===== config.mk =====
export PLATFORM = sky130hd
export DESIGN_NAME = multicycle_sequencer
export DESIGN_NICKNAME = d
export VERILOG_FILES = /design/src/rtl/proc_pkg.sv /design/src/rtl/multicycle_sequencer_fetch_timer.sv /design/src/rtl/multicycle_sequencer.sv
export SDC_FILE = /design/constraint.sdc
export NUM_CORES = 1
export LEC_CHECK = 0
export BUFFER_PORTS_ARGS = -buffer_cell sky130_fd_sc_hd__buf_2
export CORE_ASPECT_RATIO = 0.7
export CORE_MARGIN = 10
export CORE_UTILIZATION = 30
export DETAILED_ROUTE_END_ITERATION = 10
export GPL_ROUTABILITY_DRIVEN = 0
export GPL_TIMING_DRIVEN = 1
export PLACE_DENSITY = 0.54
export SLEW_MARGIN = 15
export SYNTH_ARGS = -nofsm -noshare
export SYNTH_HDL_FRONTEND = slang
export SYNTH_SLANG_ARGS = --single-unit

===== constraint.sdc =====
create_clock -name CLK -period 3.05 [get_ports CLK]
set_input_delay 0.61 -clock CLK [delete_from_list [all_inputs] [get_ports CLK]]
set_output_delay 0.61 -clock CLK [all_outputs]
set_load 0.02 [all_outputs]

===== src/rtl/proc_pkg.sv =====
// Shared processor definitions: opcode constants, sequencer state encoding
// and instruction field positions. Consumed by multicycle_sequencer and
// control_unit.
package proc_pkg;

  localparam int unsigned INSTR_W    = 32;
  localparam int unsigned OPCODE_W   = 5;
  localparam int unsigned OPCODE_MSB = 31;
  localparam int unsigned OPCODE_LSB = 27;

  localparam logic [OPCODE_W-1:0] OP_AR   = 5'b00001;
  localparam logic [OPCODE_W-1:0] OP_T    = 5'b00010;
  localparam logic [OPCODE_W-1:0] OP_HALT = 5'b11111;

  typedef enum logic [2:0] {
    ST_IDLE      = 3'd0,
    ST_FETCH     = 3'd1,
    ST_DECODE    = 3'd2,
    ST_EXECUTE   = 3'd3,
    ST_WRITEBACK = 3'd4,
    ST_HALTED    = 3'd5
  } seq_state_e;

  // Opcode field of an instruction word.
  function automatic logic [OPCODE_W-1:0] get_opcode(input logic [INSTR_W-1:0] word);
    return word[OPCODE_MSB:OPCODE_LSB];
  endfunction

  // True for opcodes that retire with a register write.
  function automatic logic is_write_op(input logic [OPCODE_W-1:0] op);
    return (op == OP_AR) || (op == OP_T);
  endfunction

endpackage


===== src/rtl/multicycle_sequencer_fetch_timer.sv =====
// Fetch wait-cycle counter. Counts FETCH cycles without an acknowledge and
// flags the cycle in which the timeout budget is exhausted.
// Ports:
//   clk_i       clock
//   rst_i       asynchronous active-high reset
//   clear_i     return the count to zero (takes priority over enable_i)
//   enable_i    count this cycle
//   expired_c_o combinational: counting cycle that reaches MEM_TIMEOUT-1
module fetch_timer #(
  parameter int unsigned MEM_TIMEOUT = 15
) (
  input  logic clk_i,
  input  logic rst_i,
  input  logic clear_i,
  input  logic enable_i,
  output logic expired_c_o
);

  localparam int unsigned CNT_W = 8;

  logic [CNT_W-1:0] cnt_q;
  logic [CNT_W-1:0] cnt_d;

  // Next count: clear wins, otherwise step while enabled.
  always_comb begin
    cnt_d = cnt_q;
    if (clear_i) begin
      cnt_d = '0;
    end else if (enable_i) begin
      cnt_d = cnt_q + CNT_W'(1);
    end
  end

  always_ff @(posedge clk_i or posedge rst_i) begin
    if (rst_i) begin
      cnt_q <= '0;
    end else begin
      cnt_q <= cnt_d;
    end
  end

  assign expired_c_o = enable_i && (cnt_q == CNT_W'(MEM_TIMEOUT - 1));

endmodule


===== src/rtl/multicycle_sequencer.sv =====
// Multi-cycle control sequencer. Fetches an instruction over a req/ack
// handshake, then steps it through DECODE, EXECUTE and WRITEBACK, issuing a
// single-cycle reg_write pulse in WRITEBACK for writing opcodes.
// Ports:
//   CLK, RESET            clock, asynchronous active-high reset
//   run                   level enable for leaving IDLE / continuing
//   imem_req/addr/ack/rdata  instruction memory handshake
//   instr, pc             instruction register and program counter
//   reg_write, sel_t      register-file write pulse, T-type select
//   busy, halted          status
//   illegal_op, mem_timeout  sticky fault flags
// Build option PERF_COUNTER_EN adds retired_count and stall_count outputs.
module multicycle_sequencer
  import proc_pkg::*;
#(
  parameter int unsigned PC_WIDTH    = 32,
  parameter int unsigned PC_STEP     = 4,
  parameter int unsigned RESET_PC    = 0,
  parameter int unsigned MEM_TIMEOUT = 15
) (
  input  logic                CLK,
  input  logic                RESET,
  input  logic                run,
  output logic                imem_req,
  output logic [PC_WIDTH-1:0] imem_addr,
  input  logic                imem_ack,
  input  logic [INSTR_W-1:0]  imem_rdata,
  output logic [INSTR_W-1:0]  instr,
  output logic [PC_WIDTH-1:0] pc,
  output logic                reg_write,
  output logic                sel_t,
  output logic                busy,
  output logic                halted,
  output logic                illegal_op,
  output logic                mem_timeout
`ifdef PERF_COUNTER_EN
  ,
  output logic [31:0]         retired_count,
  output logic [31:0]         stall_count
`endif
);

  seq_state_e          state_q, state_d;
  logic [PC_WIDTH-1:0] pc_q, pc_d;
  logic [INSTR_W-1:0]  instr_q, instr_d;
  logic                req_q, req_d;
  logic                rw_q, rw_d;
  logic                sel_t_q, sel_t_d;
  logic                busy_q, busy_d;
  logic                halted_q, halted_d;
  logic                ill_q, ill_d;
  logic                to_q, to_d;

  logic                timer_clear;
  logic                timer_en;
  logic                timer_expired;
  logic [OPCODE_W-1:0] opcode;

  assign opcode      = get_opcode(instr_q);
  assign timer_clear = (state_q != ST_FETCH) || imem_ack;
  assign timer_en    = (state_q == ST_FETCH) && !imem_ack;

  fetch_timer #(
    .MEM_TIMEOUT (MEM_TIMEOUT)
  ) u_fetch_timer (
    .clk_i       (CLK),
    .rst_i       (RESET),
    .clear_i     (timer_clear),
    .enable_i    (timer_en),
    .expired_c_o (timer_expired)
  );

  // Next-state and next-output logic. Status outputs are computed from the
  // next state so they are registered yet aligned with the state they describe.
  always_comb begin
    state_d = state_q;
    pc_d    = pc_q;
    instr_d = instr_q;
    sel_t_d = sel_t_q;
    ill_d   = ill_q;
    to_d    = to_q;

    unique case (state_q)
      ST_IDLE: begin
        if (run) state_d = ST_FETCH;
      end
      ST_FETCH: begin
        if (imem_ack) begin
          instr_d = imem_rdata;
          // Select is valid from the first DECODE cycle onward.
          sel_t_d = (get_opcode(imem_rdata) == OP_T);
          state_d = ST_DECODE;
        end else if (timer_expired) begin
          to_d    = 1'b1;
          state_d = ST_HALTED;
        end
      end
      ST_DECODE: begin
        sel_t_d = (opcode == OP_T);
        if (opcode == OP_HALT) begin
          state_d = ST_HALTED;
        end else if (!is_write_op(opcode)) begin
          ill_d   = 1'b1;
          state_d = ST_WRITEBACK;
        end else begin
          state_d = ST_EXECUTE;
        end
      end
      ST_EXECUTE: begin
        state_d = ST_WRITEBACK;
      end
      ST_WRITEBACK: begin
        pc_d    = pc_q + PC_WIDTH'(PC_STEP);
        state_d = run ? ST_FETCH : ST_IDLE;
      end
      ST_HALTED: begin
        state_d = ST_HALTED;
      end
      default: begin
        state_d = ST_IDLE;
      end
    endcase

    req_d    = (state_d == ST_FETCH);
    busy_d   = (state_d != ST_IDLE) && (state_d != ST_HALTED);
    halted_d = (state_d == ST_HALTED);
    // Only the EXECUTE->WRITEBACK path writes; illegal ops skip EXECUTE.
    rw_d     = (state_q == ST_EXECUTE) && (state_d == ST_WRITEBACK) && is_write_op(opcode);
  end

  always_ff @(posedge CLK or posedge RESET) begin
    if (RESET) begin
      state_q  <= ST_IDLE;
      pc_q     <= PC_WIDTH'(RESET_PC);
      instr_q  <= '0;
      req_q    <= 1'b0;
      rw_q     <= 1'b0;
      sel_t_q  <= 1'b0;
      busy_q   <= 1'b0;
      halted_q <= 1'b0;
      ill_q    <= 1'b0;
      to_q     <= 1'b0;
    end else begin
      state_q  <= state_d;
      pc_q     <= pc_d;
      instr_q  <= instr_d;
      req_q    <= req_d;
      rw_q     <= rw_d;
      sel_t_q  <= sel_t_d;
      busy_q   <= busy_d;
      halted_q <= halted_d;
      ill_q    <= ill_d;
      to_q     <= to_d;
    end
  end

  assign imem_req    = req_q;
  assign imem_addr   = pc_q;
  assign instr       = instr_q;
  assign pc          = pc_q;
  assign reg_write   = rw_q;
  assign sel_t       = sel_t_q;
  assign busy        = busy_q;
  assign halted      = halted_q;
  assign illegal_op  = ill_q;
  assign mem_timeout = to_q;

`ifdef PERF_COUNTER_EN
  localparam logic [31:0] CNT_MAX = 32'hFFFF_FFFF;

  logic [31:0] retired_q;
  logic [31:0] stall_q;

  // Saturating counts of retired instructions and fetch wait cycles.
  always_ff @(posedge CLK or posedge RESET) begin
    if (RESET) begin
      retired_q <= '0;
      stall_q   <= '0;
    end else begin
      if ((state_q == ST_WRITEBACK) && (retired_q != CNT_MAX)) begin
        retired_q <= retired_q + 32'd1;
      end
      if (timer_en && (stall_q != CNT_MAX)) begin
        stall_q <= stall_q + 32'd1;
      end
    end
  end

  assign retired_count = retired_q;
  assign stall_count   = stall_q;
`endif

endmodule


==> impl_metrics.toml, run 1 <==
[floorplanning]
coreArea_um2 = 11800
initial_core_util_pct = 30.9
rows = 33
die_y_um = 112
ios = 139
die-area_um2 = 17000
die_w_um = 152

[synth]
synthDistinctLibCells = 41
yosysSeqAreaShare_pct = 54.9
syn_area_um2 = 3640
ys.warnings.count = 0
synth_seq_cells = 80
synthCells = 297
avgSynthCellArea_um2 = 12.3

[route]
dr_total_vias = 2487
drc = 0
dr.pass1.iters = 4
ant_nets = 0
wl_um = 8840
initialDrtViolationCount = 81
drt-wirelength-per-cell_um = 15.6
vias_per_cell = 4.38

[timing]
min_period_over_period_pct = 68.7
report.final.hold_viol_count = 0
worst_pin_slew_ns = 0.684
finalWorstSetupSlack_ns = 0.954
setup_viol = 0
rsz0062_at_grt = "false"
slew_violations = 0
hold_slack_ns = 0.359
maxSlewHeadroom_pct = 54.4
fmax_mhz = 477
post-route-min-period_ns = 2.10
fin_skew_ns = 0.00619
fin_tns_setup_ns = 0

[place]
pre_cts_ws_ns = 0.891
portBuffers = 134
dp_hpwl_um = 6870

[clock_tree]
hold_buffers = 0
htreeDepth = 3
cts-resized-gates = 0
cts_tree = "yes"
cts_made_buffers = 9
cts.clk_slew.worst_paths_ns = 0.06
root_buffer = "clkbuf_16"
cts_setup_buffers = 0
worstSkewPairLatency_ns = 0.33
ctsLongestPathBuffers = 2
clkSinkCount = 80

[run_status]
status = "completed"

[power]
p_leak_nw = 2.30
vdd_ir_drop_max_mv = 0.402
power_mw = 4.06
power.density_nw_per_um2 = 889

[layout]
n_antenna_cell = 0
nFillCells = 1191
nets = 446
area_growth_pct = 25.4
drive_above_1_share_pct = 47.0

[critical_path]
crit_fanout = 11
cp.arrival_ns = 2.31
crit_type = "reg -> reg"
rrSetupSlack_ns = 0.95
crit_required_ns = 3.27
cp-start-kind = "register"
end_kind = "register"

[global_route]
grt-ovfl-total = 0
grt_max_degree = 44
grt_pass1_vias = 2669
antenna_found_initial = 0
grt_pass1_wl_um = 14300
track_usage_pct = 10.5

[run]
cap_violations = 0

[worst_hold_path]
hold_class = "in -> async"
[per-layer routing]
| layer | GRT usage, % | routed length [µm] |
|---|---|---|
| met3 | 4.01 | 800 |
| met1 | 13.1 | 3950 |
| met4 | 3.74 | 126 |
| met2 | 16.2 | 3960 |
| met5 | 0 | 0 |
[per-stage QoR]
step                      std cells  utilization, %  cell area, µm²
after floorplan                 300               -            3650
after global placement          553            36.1            4260
after detailed placement        553            36.1            4260
after CTS                       568            38.7            4570
after global routing            568            38.7            4570
final                           568            38.7            4570
[worst max-delay path, cell delays in order (launching register included)]
cell	delay (ns)
dfrtp_1	0.49
or3b_4	0.46
nor4_4	0.65
nand4_1	0.21
xnor2_1	0.17
[path summary, 6_finish.rpt]
path / start / to / cells after the start
setup / recovery: state_q[2] / imem_addr[29] / 4
hold / removal: RESET / u_fetch_timer.cnt_q[5] / 2
setup reg to reg: state_q[2] / imem_addr[29] / 4
hold reg to reg: illegal_op / illegal_op / 1
max in group asynchronous: RESET / instr[21] / 3
min in group CLK: illegal_op / illegal_op / 1
[cell usage in the layout (no fill, tap or decap), types with 2 or more instances in the layout]
cell type	count
and3_1	6
and4_1	4
buf_2	134
buf_4	2
clkbuf_16	9
clkbuf_8	3
clkinv_2	3
conb_1	4
dfrtp_1	80
ha_1	3
inv_1	7
mux2_2	32
mux2i_1	2
nand2_1	12
nand2b_1	3
nand3_1	13
nand3b_1	2
nand4_1	12
nor2_1	14
nor3_1	6
o21ai_0	2
or2_2	2
xnor2_1	27
xor2_1	9
[Yosys cell counts]
library cell / number / area share [%]
a21oi_1: 1 / 0.14
nand4_1: 12 / 2.1
clkbuf_1: 1 / 0.10
a31oi_1: 1 / 0.17
xor2_1: 9 / 2.2
nor3b_1: 1 / 0.21
buf_6: 1 / 0.31
nand4b_1: 1 / 0.24
or3b_4: 1 / 0.31
and2_1: 1 / 0.17
nand2_1: 12 / 1.2
nand3_1: 13 / 1.8
buf_4: 34 / 7.0
xnor2_1: 27 / 6.5
inv_1: 8 / 0.82
nand4bb_4: 1 / 0.76
nor4_1: 1 / 0.17
mux2i_1: 2 / 0.55
dfrtp_1: 80 / 55
and4_1: 4 / 0.96
buf_2: 5 / 0.69
or4b_1: 1 / 0.27
nor4_2: 1 / 0.34
nor3_1: 6 / 0.82
nor2_1: 14 / 1.4
and3_1: 6 / 1.0
a21o_1: 1 / 0.21
nor4_4: 1 / 0.58
a32oi_1: 1 / 0.24
or3_1: 1 / 0.17
mux2_2: 32 / 9.9
o21ai_0: 2 / 0.27
nand3b_1: 2 / 0.41
o22a_1: 1 / 0.24
nand2b_1: 3 / 0.52
and4bb_2: 1 / 0.34
conb_1: 1 / 0.10
a31o_2: 1 / 0.24
ha_1: 3 / 1.0
or2_2: 2 / 0.34
a22oi_1: 1 / 0.21
[area by class of cell]
cell class	count	area (µm²)	share of cell area [%]
sequential	80	2000	43.8
multi-input combinational	171	1330	29.1
timing repair buffer	137	706	15.4
clock buffer	12	267	5.83
tap	157	196	4.30
clock inverter	3	40.0	0.876
inverter	8	31.3	0.685
[kinds of logic after synthesis]
group                      after synthesis  share of synthesized area (%)
other                                    1                          0.103
and+or+nand+nor                         85                           14.2
muxes                                   34                           10.4
xor gates and xnor gates                36                           8.65
AOI/OAI and AO/OA                        9                           1.72
adders and majority gates                3                           1.03
DFF                                     80                           54.9
buffers and inverters                   49                           8.93
[power breakdown]
group	total (mW)	switching [mW]	internal, mW
Sequential	1.59	0.224	1.36
Clock	1.09	0.400	0.693
Combinational	1.38	0.812	0.572
Total	4.06	1.44	2.63
[state kept, by name, summed over array words and instances (netlist names)]
register / flops
mem_timeout: 1
instr: 32
reg_write: 1
illegal_op: 1
u_fetch_timer.cnt_q: 8
halted: 1
imem_req: 1
imem_addr: 30
busy: 1
state_q: 3
sel_t: 1
Power figures use the tool's default switching activity.
==> run 2: changes to the inputs <==
--- a/config.mk
+++ b/config.mk
@@ -5,6 +5,7 @@
 export SDC_FILE = /design/constraint.sdc
 export NUM_CORES = 1
 export LEC_CHECK = 0
+export ABC_AREA = 1
 export BUFFER_PORTS_ARGS = -buffer_cell sky130_fd_sc_hd__buf_2
 export CORE_ASPECT_RATIO = 0.7
 export CORE_MARGIN = 10
@@ -12,7 +13,7 @@
 export DETAILED_ROUTE_END_ITERATION = 10
 export GPL_ROUTABILITY_DRIVEN = 0
 export GPL_TIMING_DRIVEN = 1
-export PLACE_DENSITY = 0.54
+export PLACE_DENSITY = 0.55
 export SLEW_MARGIN = 15
 export SYNTH_ARGS = -nofsm -noshare
 export SYNTH_HDL_FRONTEND = slang
==> constraint.sdc (replaced) <==
create_clock -name CLK -period 1.8 [get_ports CLK]
set_input_delay 0.36 -clock CLK [delete_from_list [all_inputs] [get_ports CLK]]
set_output_delay 0.36 -clock CLK [all_outputs]
set_load 0.02 [all_outputs]
==> run 2 against run 1 <==
Core utilization is 0.56 points lower; power rose by 65%; cell area up 10%; worst hold slack got worse by 0.26 ns; maximum frequency rose by 37%; sequential share of layout area decreased by 4.0 points; global-route usage is 0.90 points higher; non-clock buffer count increased by 1; via count rose by 34%; flip-flop and latch count unchanged.
==> impl_metrics.toml, run 2 <==
[run_status]
status = "completed"

[floorplanning]
initial_core_util_pct = 30.6
die-area_um2 = 18600
coreArea_um2 = 13200
ios = 139
rows = 35
die_y_um = 117
die_w_um = 159

[place]
portBuffers = 134
dp_hpwl_um = 8290
placed_cells = 783

[timing]
worst_pin_slew_ns = 0.505
report.final.hold_viol_count = 0
setup_viol = 0
fmax_mhz = 651
rsz0062_at_grt = "false"
post-route-min-period_ns = 1.54
fin_skew_ns = 0.00784
min_period_over_period_pct = 85.3
hold_slack_ns = 0.104
maxSlewHeadroom_pct = 66.3
fin_tns_setup_ns = 0
slew_violations = 0

[power]
p_leak_nw = 2.83
vdd_ir_drop_max_mv = 0.585
power.density_nw_per_um2 = 1330
power_mw = 6.71

[synth]
syn_area_um2 = 4040
synth_seq_cells = 80
avgSynthCellArea_um2 = 8.12
async_flop_share_pct = 100
synthCells = 497
ys.warnings.count = 0
yosysMostFrequentCell = "nand2_1"
synth_top_cells_by_area = "dfrtp_1, nand2_1, buf_4, inv_1, nor2_1"
synth_common_cells = "nand2_1, dfrtp_1, inv_1, nor2_1, buf_4"
synthFlopType = "dfrtp_1"
synth-edff-count = 0
synthDistinctLibCells = 29
yosysSeqAreaShare_pct = 49.6
synth_top_cell_area_share_pct = 49.6
yosysTopAreaCell = "dfrtp_1"

[global_route]
grt-ovfl-total = 0
grt_pass1_wl_um = 17000
grt_pass1_vias = 3388
grt_max_degree = 55
antenna_found_initial = 0
track_usage_pct = 11.4

[run]
cap_violations = 0

[layout]
n_antenna_cell = 0
final_cells = 799
drive_above_1_share_pct = 28.7
nFillCells = 1393
area_growth_pct = 24.6
largest_reg_flops = 32
utilization_pct = 38.1
final_cell_mix = "nand2_1, buf_2, dfrtp_1"
layout_commonest_cell = "nand2_1"
nets = 648

[critical_path]
crit_required_ns = 2.02
cp.arrival_ns = 1.75
crit_fanout = 6
end_kind = "register"
crit_type = "reg -> reg"
cp-start-kind = "register"

[route]
initialDrtViolationCount = 198
dr_total_vias = 3322
dr.pass1.iters = 4
drt-wirelength-per-cell_um = 13.2
drc = 0
vias_per_cell = 4.16
ant_nets = 0
wl_um = 10500

[worst_hold_path]
hold_class = "in -> async"

[clock_tree]
cts_made_buffers = 9
worstSkewPairLatency_ns = 0.33
cts.clk_slew.worst_paths_ns = 0.06
clkSinkCount = 80
ctsLongestPathBuffers = 2
cts_setup_buffers = 0
cts-resized-gates = 0
htreeDepth = 3
root_buffer = "clkbuf_16"
hold_buffers = 0
cts_tree = "yes"
[run 2: cell types whose count changed after synthesis, moves of 4 or more]
cell,previous run,this run
and4_1,4,0
and3_1,6,0
mux2_2,32,0
o21ai_0,2,9
inv_1,8,49
xnor2_1,27,7
nand2_1,12,185
nand4_1,12,7
nor2_1,14,49
a21oi_1,1,5
nor2_2,0,5
nor2_4,0,5
nand2_2,0,4
[run 2: area by class of cell]
cell class	count	area, µm²	share of cell area (%)
repair buffers	138	713	14.2
multi-input cells	329	1570	31.2
flip-flops and latches	80	2000	39.8
inverters	51	195	3.88
well taps	185	231	4.61
clock inverters	5	81.3	1.62
clock buffers	11	233	4.63
[run 2: cell families after synthesis]
family | Yosys count | share of synthesized area [%]
compound gates | 17 | 2.23
xor+xnor | 19 | 4.12
fa+ha+maj | 3 | 0.930
buf+inv | 91 | 11.8
flops | 80 | 49.6
other cells | 1 | 0.0929
simple gates | 286 | 31.3
[run 2: per-stage QoR]
step / setup slack [ns] / instance area, µm²
CTS: 0.256 / 5030
global route: 0.118 / 5030
finish: 0.264 / 5030
floorplan: 0.289 / 4050
detailed placement: 0.277 / 4710
global placement: 0.296 / 4710
[run 2: worst max-delay path, stage by stage, from the launching register on]
cell and delay, ns:
dfrtp_1 0.45, nand2_1 0.17, nor2_1 0.16, nand3_1 0.08, nor2_1 0.24, nand2_2 0.12, o21ai_1 0.14, nand2_1 0.06
[run 2: path summary, 6_finish.rpt]
check	depth (start not counted)	slack (ns)	endpoint	start
setup / recovery	7	0.26	imem_addr[28]	imem_addr[21]
hold / removal	3	0.10	instr[11]	RESET
setup reg to reg	7	0.26	imem_addr[28]	imem_addr[21]
hold reg to reg	2	0.46	mem_timeout	mem_timeout
max in group asynchronous	3	1.39	illegal_op	RESET
min in group CLK	3	0.22	instr[14]	imem_rdata[14]
[run 2: routing by layer]
layer  part of all wire (%)  GRT usage (%)
met2                     42           16.5
met5                      0              0
met3                    6.1           3.40
met4                    1.1           3.88
met1                     51           15.9
[run 2: report_power, final]
group	internal [mW]	switching [mW]	total (mW)	leakage (nW)
logic	0.684	1.49	2.17	1.63
clock network	1.22	0.717	1.93	0.150
registers	2.26	0.343	2.60	1.05
==> run 3: changes to the inputs <==
--- a/config.mk
+++ b/config.mk
@@ -7,13 +7,15 @@
 export LEC_CHECK = 0
 export ABC_AREA = 1
 export BUFFER_PORTS_ARGS = -buffer_cell sky130_fd_sc_hd__buf_2
+export CELL_PAD_IN_SITES_DETAIL_PLACEMENT = 1
+export CELL_PAD_IN_SITES_GLOBAL_PLACEMENT = 1
 export CORE_ASPECT_RATIO = 0.7
 export CORE_MARGIN = 10
 export CORE_UTILIZATION = 30
 export DETAILED_ROUTE_END_ITERATION = 10
 export GPL_ROUTABILITY_DRIVEN = 0
 export GPL_TIMING_DRIVEN = 1
-export PLACE_DENSITY = 0.55
+export PLACE_DENSITY = 0.72
 export SLEW_MARGIN = 15
 export SYNTH_ARGS = -nofsm -noshare
 export SYNTH_HDL_FRONTEND = slang
==> run 3 against run 2 <==
Cell count up 0.63%; register-to-register slack worse by 0.05 ns; critical path type unchanged; worst setup slack worse by 0.053 ns; core utilization is 0.44 points higher; sequential power hardly changed.
==> impl_metrics.toml, run 3 (synthesized netlist as in run 2, its figures left out) <==
[route]
vias_per_cell = 4.29
initialDrtViolationCount = 237
drt-wirelength-per-cell_um = 15.1
wl_um = 12100
drc = 0
dr.pass1.iters = 4
ant_nets = 0
dr_total_vias = 3448

[floorplanning]
initial_core_util_pct = 30.6
rows = 35
coreArea_um2 = 13200
die_y_um = 117
ios = 139
die-area_um2 = 18600
die_w_um = 159

[clock_tree]
htreeDepth = 3
ctsLongestPathBuffers = 2
worstSkewPairLatency_ns = 0.33
clkSinkCount = 80
cts.clk_slew.worst_paths_ns = 0.06
cts_setup_buffers = 0
cts_made_buffers = 9
root_buffer = "clkbuf_16"
cts_tree = "yes"

[global_route]
grt_pass1_wl_um = 19300
track_usage_pct = 13.1
antenna_found_initial = 1
grt_max_degree = 43
grt_pass1_vias = 3685
grt-ovfl-total = 0

[critical_path]
crit_required_ns = 2.01
cpMostUsedCell = "nor2_4"
end_kind = "register"
rrSetupSlack_ns = 0.21
crit_fanout = 6
crit_buf_inv = 0
r2r_cells = 7
path_cells = "ha_1, nand3_1, nor2_4, nand2_2, nor2_4, nand2_1, xor2_1"
cp-start-kind = "register"
rr_endpoint = "imem_addr[20]"
slowest_delay_ns = 0.42
cp.arrival_ns = 1.80
worst_path_dominant_cell_family = "simple AND/OR/NAND/NOR gates"
rr_startpoint = "imem_addr[3]"
crit_type = "reg -> reg"
cp_slowest_cell = "dfrtp_1"

[run]
cap_violations = 0

[timing]
fmax_mhz = 630
slew_violations = 0
finalWorstSetupSlack_ns = 0.212
fin_skew_ns = 0.00795
hold_slack_ns = 0.217
fin_tns_setup_ns = 0
post-route-min-period_ns = 1.59
report.final.hold_viol_count = 0
setup_viol = 0
min_period_over_period_pct = 88.2
rsz0062_at_grt = "false"

[power]
p_leak_nw = 2.86
power.density_nw_per_um2 = 1340
vdd_ir_drop_max_mv = 0.654

[layout]
n_antenna_cell = 0
layout_commonest_cell = "nand2_1"
final_cell_mix = "nand2_1, buf_2, dfrtp_1"
area_growth_pct = 26.0
nFillCells = 1627
drive_above_1_share_pct = 29.2
nets = 653
multi_input_area_um2 = 1570
largest_reg_flops = 32
regArea_um2 = 2000

[worst_hold_path]
hold_end = "instr[13]"
hp-start = "imem_rdata[13]"
hold_class = "in -> reg"
whs_path_depth = 3

[place]
portBuffers = 134
dp_hpwl_um = 9670
pre_cts_ws_ns = 0.235

[run_status]
status = "completed"
-- run 3: changes by cell type in the layout (fill, tap and decap cells not counted) --
cell | before | now
buf_4 | 3 | 6
inv_6 | 0 | 2
buf_12 | 1 | 2
clkbuf_1 | 2 | 1
clkinv_4 | 1 | 0
dlygate4sd3_1 | 0 | 1
-- run 3: layer usage --
layer | global-route usage [%] | wire [µm]
met1 | 16.8 | 5530
met2 | 19.9 | 5370
met3 | 5.66 | 1080
met4 | 3.82 | 132
met5 | 0 | 7
-- run 3: final cells by class --
type / instances / area share, %
sequential: 80 / 39.4
multi-input combinational: 329 / 30.9
timing repair buffer: 143 / 15.1
tap: 185 / 4.55
clock buffer: 10 / 4.50
inverter: 51 / 3.84
clock inverter: 6 / 1.77
-- run 3: what timing repair did --
| action | CTS | global route |
|---|---|---|
| hold buffers | 1 | 0 |
| hold endpoints to repair | 5 | 0 |
| resized for setup | 0 | 0 |
-- run 3: worst min-delay path, cell delays in order --
cell,delay [ns]
buf_2,0.07
nand2_1,0.04
nand2_1,0.05
-- run 3: report_power, final --
group	switching, mW	internal [mW]	total, mW
sequential	0.328	2.26	2.58
clock	0.756	1.22	1.98
combinational	1.54	0.706	2.25
total	2.63	4.19	6.81
-- run 3: per-stage QoR --
| step | util, % | std cells | power (mW) | instance area [µm²] |
|---|---|---|---|---|
| after global placement | 36.1 | 787 | 4.82 | 4750 |
| after floorplan | - | 500 | 4.09 | 4050 |
| after global routing | 38.6 | 804 | 7.30 | 5080 |
| after detailed placement | 36.1 | 787 | 4.91 | 4750 |
| final | 38.6 | 804 | 6.81 | 5080 |
| after CTS | 38.6 | 804 | 6.95 | 5080 |
-- run 3: worst max path at each step --
stage | endpoint | start | cells past startpoint
2_1_floorplan | imem_addr[28] | imem_addr[3] | 8
5_1_grt | imem_addr[31] | imem_addr[15] | 7
3_3_place_gp | imem_addr[31] | imem_addr[15] | 7
4_1_cts | imem_addr[20] | imem_addr[3] | 7
6_report | imem_addr[20] | imem_addr[3] | 7
3_5_place_dp | imem_addr[20] | imem_addr[3] | 7
